## config.mk

```make
export PLATFORM = sky130hd
export DESIGN_NAME = decode_queue
export DESIGN_NICKNAME = d
export VERILOG_FILES = /design/src/rtl/decode_queue.sv
export SDC_FILE = /design/constraint.sdc
export NUM_CORES = 2
export LEC_CHECK = 0
export ABC_AREA = 0
export CAP_MARGIN = 10
export CORE_ASPECT_RATIO = 0.8
export CORE_MARGIN = 5
export CORE_UTILIZATION = 40
export CTS_BUF_LIST = sky130_fd_sc_hd__clkbuf_4 sky130_fd_sc_hd__clkbuf_8
export DETAILED_ROUTE_END_ITERATION = 16
export PLACE_DENSITY_LB_ADDON = 0.08
export SYNTH_ARGS = -nofsm -noshare
export SYNTH_HDL_FRONTEND = slang
export SYNTH_SLANG_ARGS = --single-unit
```

## constraint.sdc

```tcl
create_clock -name clk -period 14.7 [get_ports clk]
set_input_delay 2.94 -clock clk [delete_from_list [all_inputs] [get_ports clk]]
set_output_delay 2.94 -clock clk [all_outputs]
set_load 0.02 [all_outputs]
```

## src/rtl/decode_queue.sv

```systemverilog
// decode_queue: multi-wide MIPS32 decode-on-enqueue instruction queue between fetch and issue.
// Words are decoded as they are written; issue sees the oldest ISSUE_WIDTH entries.
package decode_queue_pkg;
    typedef enum logic [5:0] {
        NOP, SLL, SRL, SRA, SLLV, SRLV, SRAV, JR, JALR, SYSCALL, BREAK,
        MFHI, MTHI, MFLO, MTLO, MULT, MULTU, DIV, DIVU,
        ADD, ADDU, SUB, SUBU, AND, OR, XOR, NOR, SLT, SLTU,
        BLTZ, BGEZ, BLTZAL, BGEZAL, J, JAL, BEQ, BNE, BLEZ, BGTZ,
        ADDI, ADDIU, SLTI, SLTIU, ANDI, ORI, XORI, LUI,
        MFC0, MTC0, ERET,
        LB, LH, LW, LBU, LHU, SB, SH, SW,
        DECODE_ERROR
    } op_t;

    function automatic op_t decode(input logic [31:0] w);
        op_t op;
        op = DECODE_ERROR;
        case (w[31:26])
            6'h00: case (w[5:0])
                6'h00: op = (w[15:11] == 5'd0) ? NOP : SLL;
                6'h02: op = SRL;
                6'h03: op = SRA;
                6'h04: op = SLLV;
                6'h06: op = SRLV;
                6'h07: op = SRAV;
                6'h08: op = JR;
                6'h09: op = JALR;
                6'h0c: op = SYSCALL;
                6'h0d: op = BREAK;
                6'h10: op = MFHI;
                6'h11: op = MTHI;
                6'h12: op = MFLO;
                6'h13: op = MTLO;
                6'h18: op = MULT;
                6'h19: op = MULTU;
                6'h1a: op = DIV;
                6'h1b: op = DIVU;
                6'h20: op = ADD;
                6'h21: op = ADDU;
                6'h22: op = SUB;
                6'h23: op = SUBU;
                6'h24: op = AND;
                6'h25: op = OR;
                6'h26: op = XOR;
                6'h27: op = NOR;
                6'h2a: op = SLT;
                6'h2b: op = SLTU;
                default: op = DECODE_ERROR;
            endcase
            6'h01: case (w[20:16])
                5'h00: op = BLTZ;
                5'h01: op = BGEZ;
                5'h10: op = BLTZAL;
                5'h11: op = BGEZAL;
                default: op = DECODE_ERROR;
            endcase
            6'h02: op = J;
            6'h03: op = JAL;
            6'h04: op = BEQ;
            6'h05: op = BNE;
            6'h06: op = BLEZ;
            6'h07: op = BGTZ;
            6'h08: op = ADDI;
            6'h09: op = ADDIU;
            6'h0a: op = SLTI;
            6'h0b: op = SLTIU;
            6'h0c: op = ANDI;
            6'h0d: op = ORI;
            6'h0e: op = XORI;
            6'h0f: op = LUI;
            6'h10: op = (w[25:21] == 5'd0) ? MFC0 :
                        (w[25:21] == 5'd4) ? MTC0 :
                        (w[25] && w[24:6] == 19'd0) ? ERET : DECODE_ERROR;
            6'h20: op = LB;
            6'h21: op = LH;
            6'h23: op = LW;
            6'h24: op = LBU;
            6'h25: op = LHU;
            6'h28: op = SB;
            6'h29: op = SH;
            6'h2b: op = SW;
            default: op = DECODE_ERROR;
        endcase
        return op;
    endfunction

    function automatic logic is_ctl(input op_t op);
        return op inside {J, JAL, JR, JALR, BEQ, BNE, BLEZ, BGTZ, BLTZ, BGEZ, BLTZAL, BGEZAL};
    endfunction
endpackage

module decode_queue
    import decode_queue_pkg::*;
#(
    parameter int FETCH_WIDTH = 2,
    parameter int ISSUE_WIDTH = 2,
    parameter int DEPTH       = 8
) (
    input  logic                                  clk,
    input  logic                                  resetn,
    input  logic                                  flush,
    input  logic                                  in_valid,
    output logic                                  in_ready,
    input  logic [$clog2(FETCH_WIDTH+1)-1:0]      in_count,
    input  logic [31:0]                           in_pc,
    input  logic [32*FETCH_WIDTH-1:0]             in_instr,
    output logic [ISSUE_WIDTH-1:0]                out_valid,
    output logic [ISSUE_WIDTH*$bits(op_t)-1:0]    out_op,
    output logic [32*ISSUE_WIDTH-1:0]             out_pc,
    output logic [32*ISSUE_WIDTH-1:0]             out_instr,
    output logic [ISSUE_WIDTH-1:0]                out_ri,
    output logic [ISSUE_WIDTH-1:0]                out_ds,
    input  logic [$clog2(ISSUE_WIDTH+1)-1:0]      out_take
);
    localparam int PW = $clog2(DEPTH);
    localparam int CW = $clog2(DEPTH+1);
    localparam int IW = $clog2(FETCH_WIDTH+1);
    localparam int OW = $bits(op_t);

    logic [PW-1:0] head, tail;
    logic [CW-1:0] count;
    logic          ds_pending;

    logic [OW-1:0] m_op    [DEPTH];
    logic [31:0]   m_pc    [DEPTH];
    logic [31:0]   m_instr [DEPTH];
    logic [DEPTH-1:0] m_ds;

    op_t              l_op [FETCH_WIDTH];
    logic [FETCH_WIDTH-1:0] l_ctl, l_ds;
    logic             last_ctl, prev, enq;
    logic [IW-1:0]    enq_n;

    assign in_ready = (CW'(DEPTH) - count) >= CW'(FETCH_WIDTH);
    assign enq      = in_valid && in_ready && !flush;
    assign enq_n    = enq ? in_count : '0;

    // Delay-slot flag ripples lane to lane, seeded by the last word of the previous group.
    always_comb begin
        prev     = ds_pending;
        last_ctl = ds_pending;
        for (int i = 0; i < FETCH_WIDTH; i++) begin
            l_op[i]  = decode(in_instr[32*i +: 32]);
            l_ctl[i] = is_ctl(l_op[i]);
            l_ds[i]  = prev;
            prev     = l_ctl[i];
            last_ctl = (i < int'(in_count)) ? l_ctl[i] : last_ctl;
        end
    end

    always_ff @(posedge clk or negedge resetn) begin
        if (!resetn) begin
            head       <= '0;
            tail       <= '0;
            count      <= '0;
            ds_pending <= 1'b0;
        end else if (flush) begin
            head       <= '0;
            tail       <= '0;
            count      <= '0;
            ds_pending <= 1'b0;
        end else begin
            head       <= head + PW'(out_take);
            tail       <= tail + PW'(enq_n);
            count      <= count + CW'(enq_n) - CW'(out_take);
            ds_pending <= enq ? last_ctl : ds_pending;
        end
    end

    always_ff @(posedge clk) begin
        for (int i = 0; i < FETCH_WIDTH; i++) begin
            if (enq && i < int'(in_count)) begin
                m_op[tail + PW'(i)]    <= l_op[i];
                m_pc[tail + PW'(i)]    <= in_pc + 32'(4 * i);
                m_instr[tail + PW'(i)] <= in_instr[32*i +: 32];
                m_ds[tail + PW'(i)]    <= l_ds[i];
            end
        end
    end

    always_ff @(posedge clk) begin
        if (resetn && !flush)
            assert (int'(out_take) <= ((int'(count) > ISSUE_WIDTH) ? ISSUE_WIDTH : int'(count)))
            else $error("decode_queue: out_take %0d exceeds valid entries", out_take);
    end

    always_comb begin
        logic [PW-1:0] idx;
        logic          v;
        for (int i = 0; i < ISSUE_WIDTH; i++) begin
            idx                    = head + PW'(i);
            v                      = i < int'(count);
            out_valid[i]           = v;
            out_op[OW*i +: OW]     = v ? m_op[idx] : '0;
            out_pc[32*i +: 32]     = v ? m_pc[idx] : '0;
            out_instr[32*i +: 32]  = v ? m_instr[idx] : '0;
            out_ri[i]              = v && (m_op[idx] == DECODE_ERROR);
            out_ds[i]              = v && m_ds[idx];
        end
    end
endmodule

```

==> results.yml <==
worst_setup_path:
  worst-setup-path-type: "reg -> out"
  setup.worst_path.end_class: "primary output"
  top_delay_family_on_crit_path: "buffers and inverters"
  slowest_delay_ps: 920
  crit_path_max_fanout: 148
  crit_slowest_cell: "dfrtp_4"
  cp_num_buf_inv: 3
  required_ps: 11760
  worstSetupStartpointType: "flop"
  worst_ep_arrival_time_ps: 5290
  cp_cell_sequence: "buf_4, buf_12, mux4_2, mux2i_1, nor4b_1, clkdlybuf4s50_1"
grt:
  use_met1: 0.3418
  grt_antenna_before_repair: 4
  gr-usage-all-layers: 0.2544
  grtUsageMet3: 0.04868
  globalRouteOverflowTotal: 0
  gr_util_met2: 0.4282
  first_global_vias: 27550
  grt_most_used_layer: "met2"
  grt_start_max_net_pins: 149
  grt_pass1_wl_um: 184100
sta:
  rsz_0062_raised_after_global_routing: "no"
  maxClockFrequency_mhz: 121.5
  final.period_utilization: 0.5599
  fin_worst_skew_ps: 17.87
  final-max-slew-violation-count: 0
  worst_slew_margin_rel: 0.1822
  timing_worst_slew_pin_value_ps: 1223
  fin_worst_hold_slack_ps: 578.5
  timing.final.crit_period_ps: 8231
  timing.final.setup_violations: 0
  setup-tns-final_ps: 0
  timing.final.hold_violations: 0
  post-route-worst-setup-slack_ps: 6469
yosys:
  post_synth_instance_area_mm2: 0.03592
  synth_async_sr_flop_share: 0.01900
  synth_warnings: 0
  ys_top_cells_by_area: "edfxtp_1 47%, mux4_2 18%, nand2_1 9.6%"
  synthDominantCellAreaShare: 0.4681
  synth.yosys.seq_area_share: 0.4802
  synth.distinct_cells: 70
  synth_flop_cell: "edfxtp_1"
  ys_ff_latch: 579
  postSynthCellCount: 3306
  post-synth-top-area-cell: "edfxtp_1"
  post_synth.cell_area_avg_um2: 10.87
  synth_enable_flop_cells: 560
  synth.net_count: 3426
clock_network:
  cts_hold_buf: 0
  post-cts-setup-buffer-count: 0
  tritoncts_num_sinks: 579
  clk_path_buf_depth: 3
  cts_tree: "built"
  clk-insertion-delay-late_ps: 720
  ctsRootBufferMaster: "clkbuf_8"
  cts.clk_slew.worst_paths_ps: 70
  cts_inserted_buffers: 101
  clock_tree.htree_level_count: 3
  postCtsResizedCells: 0
power:
  power.density_mw_per_mm2: 130.9
  switching_power_w: 0.001925
  power.static_leakage_nw: 14.48
  intPower_w: 0.003491
  fin_total_pwr_w: 0.005416
  combinationalPowerShare: 0.364
  pwr-share-clk: 0.276
  seq_power_share: 0.360
  power.ir.vdd_worst_v: 0.0001053
  p_sw_frac: 0.3555
final_layout:
  syn2layout_area_growth_pct: 15.17
  finish.instance_area_mm2: 0.04137
  layout.nets: 3496
  final_layout_size_suffix_gt1_frac: 0.1590
drt:
  drt_drc_violations_left: 0
  antenna_nets_post_route: 0
  drt_iter0_markers: 2681
  route.final.wire_length_um: 124900
  via_count: 27180
  post_drt_wl_per_cell_um: 26.80
  drt_pass1_iterations: 5
  viasPerCell: 5.831
hold_path:
  holdCritPathClass: "reg -> reg"
die:
  chipWidth_um: 345.1
  coreArea_mm2: 0.08927
  dieArea_mm2: 0.09594
  start_util: 0.4024
  rows: 98
  fp.dieH_um: 278.0
  num_io_pins: 251
placed_design:
  placement.setup.worst_slack_ps: 7037
  placement.io_buffers: 250
  hpwl_um: 73160
  placed_area_mm2: 0.03940
  place_congestion: 0.8411
outcome:
  run_status: "completed"
run:
  max_cap_violations: 0
[logic make-up (layout without fill, tap and decap cells)]
logic type | count (synthesis) | in the layout | share of synthesized area
AO/OA/AOI/OAI | 310 | 310 | 0.05054
XOR/XNOR | 232 | 232 | 0.05656
adder cells (fa/ha/maj) | 17 | 17 | 0.006687
buffers and inverters | 369 | 522 | 0.03911
flip-flops | 579 | 579 | 0.4802
multiplexers | 389 | 389 | 0.2074
other | 0 | 3 | 0
AND/OR/NAND/NOR | 1410 | 1410 | 0.1595
[state kept, by name, indices dropped and copies added, names as in the netlist]
name        flops
count           4
ds_pending      1
m_pc          256
m_op           48
m_instr       256
tail            3
m_ds            8
head            3
[stage by stage]
step / cells / util
final: 4662 / 0.4635
after global routing: 4660 / 0.4634
after CTS: 4659 / 0.4634
after detailed placement: 4473 / 0.4414
after global placement: 4473 / 0.4414
after floorplan: 3306 / -
[power groups by stage]
stage / Combinational (W) / Sequential (W) / Clock [W]
CTS: 0.00200 / 0.00195 / 0.00152
global route: 0.00209 / 0.00196 / 0.00160
floorplan: 0.00113 / 0.00196 / 0
finish: 0.00197 / 0.00195 / 0.00149
detailed placement: 0.00200 / 0.00198 / 0
global placement: 0.00198 / 0.00198 / 0
[worst register-to-register path, cell delays in order (launching register included)]
cell and delay, ps:
dfrtp_1 530, inv_1 90, ha_1 230, mux2i_1 130, a21oi_1 240, o31a_1 260, o21ai_0 200, or3_1 590
o21ai_4 780, buf_4 510, buf_4 690
[routing by layer]
layer	share of wire	wire (um)
met1	0.41	51340
met2	0.49	60630
met3	0.079	9810
met4	0.025	3165
met5	0	0
[cells in the final DEF, fill, tap and decap left out, drive strengths merged, types with 9 or more instances in the layout]
| cell | n |
|---|---|
| clkbuf | 136 |
| nor3 | 28 |
| nand2b | 13 |
| edfxtp | 560 |
| a21oi | 126 |
| clkdlybuf4s50 | 250 |
| nand2 | 914 |
| nand3 | 29 |
| mux4 | 284 |
| a31oi | 9 |
| xor2 | 170 |
| clkinv | 42 |
| nand3b | 12 |
| buf | 56 |
| dfrtp | 11 |
| nor2 | 321 |
| xnor2 | 62 |
| nor4 | 17 |
| mux2i | 102 |
| or3 | 11 |
| inv | 32 |
| ha | 12 |
| and3 | 13 |
| o21ai | 104 |
[area by class of cell]
cell class,instances,area (um^2)
Tap cell,1200,1501
Timing Repair Buffer,306,2948
Multi-Input combinational cell,2358,17570
Clock inverter,50,302.8
Fill cell,8147,47890
Inverter,30,112.6
Antenna cell,3,7.507
Clock buffer,136,1665
Sequential cell,579,17260
[Yosys cell counts, types with 8 or more instances]
library cell  instances
buf_1                84
xor2_1              170
nand2b_1             13
nor3_1               28
xnor2_1              62
or3_1                11
nor4_1               17
nor2_1              321
nand3_1              29
dfrtp_1              11
clkbuf_1            239
nor2b_1               8
edfxtp_1            560
inv_1                30
ha_1                 12
and3_1               13
nand2_1             914
a21oi_1             126
mux4_2              284
nand3b_1             12
dfxtp_1               8
mux2i_1             102
o21ai_0             103
a31oi_1               9
buf_2                15
[path summary, 6_finish.rpt]
kind	startpoint	endpoint	slack, ps	depth (start not counted)
setup / recovery	head[0]$_DFF_PN0_	out_ri[1]	6470	6
hold / removal	m_ds[3]$_DFF_P_	m_ds[3]$_DFF_P_	580	2
setup reg to reg	count[1]$_DFF_PN0_	m_pc[4][8]$_DFFE_PP_	10030	10
hold reg to reg	m_ds[3]$_DFF_P_	m_ds[3]$_DFF_P_	580	2
max in group asynchronous	resetn	head[2]$_DFF_PN0_	11710	1
min in group asynchronous	resetn	tail[2]$_DFF_PN0_	2570	1
Note: power is estimated with default switching activity, not from simulation.
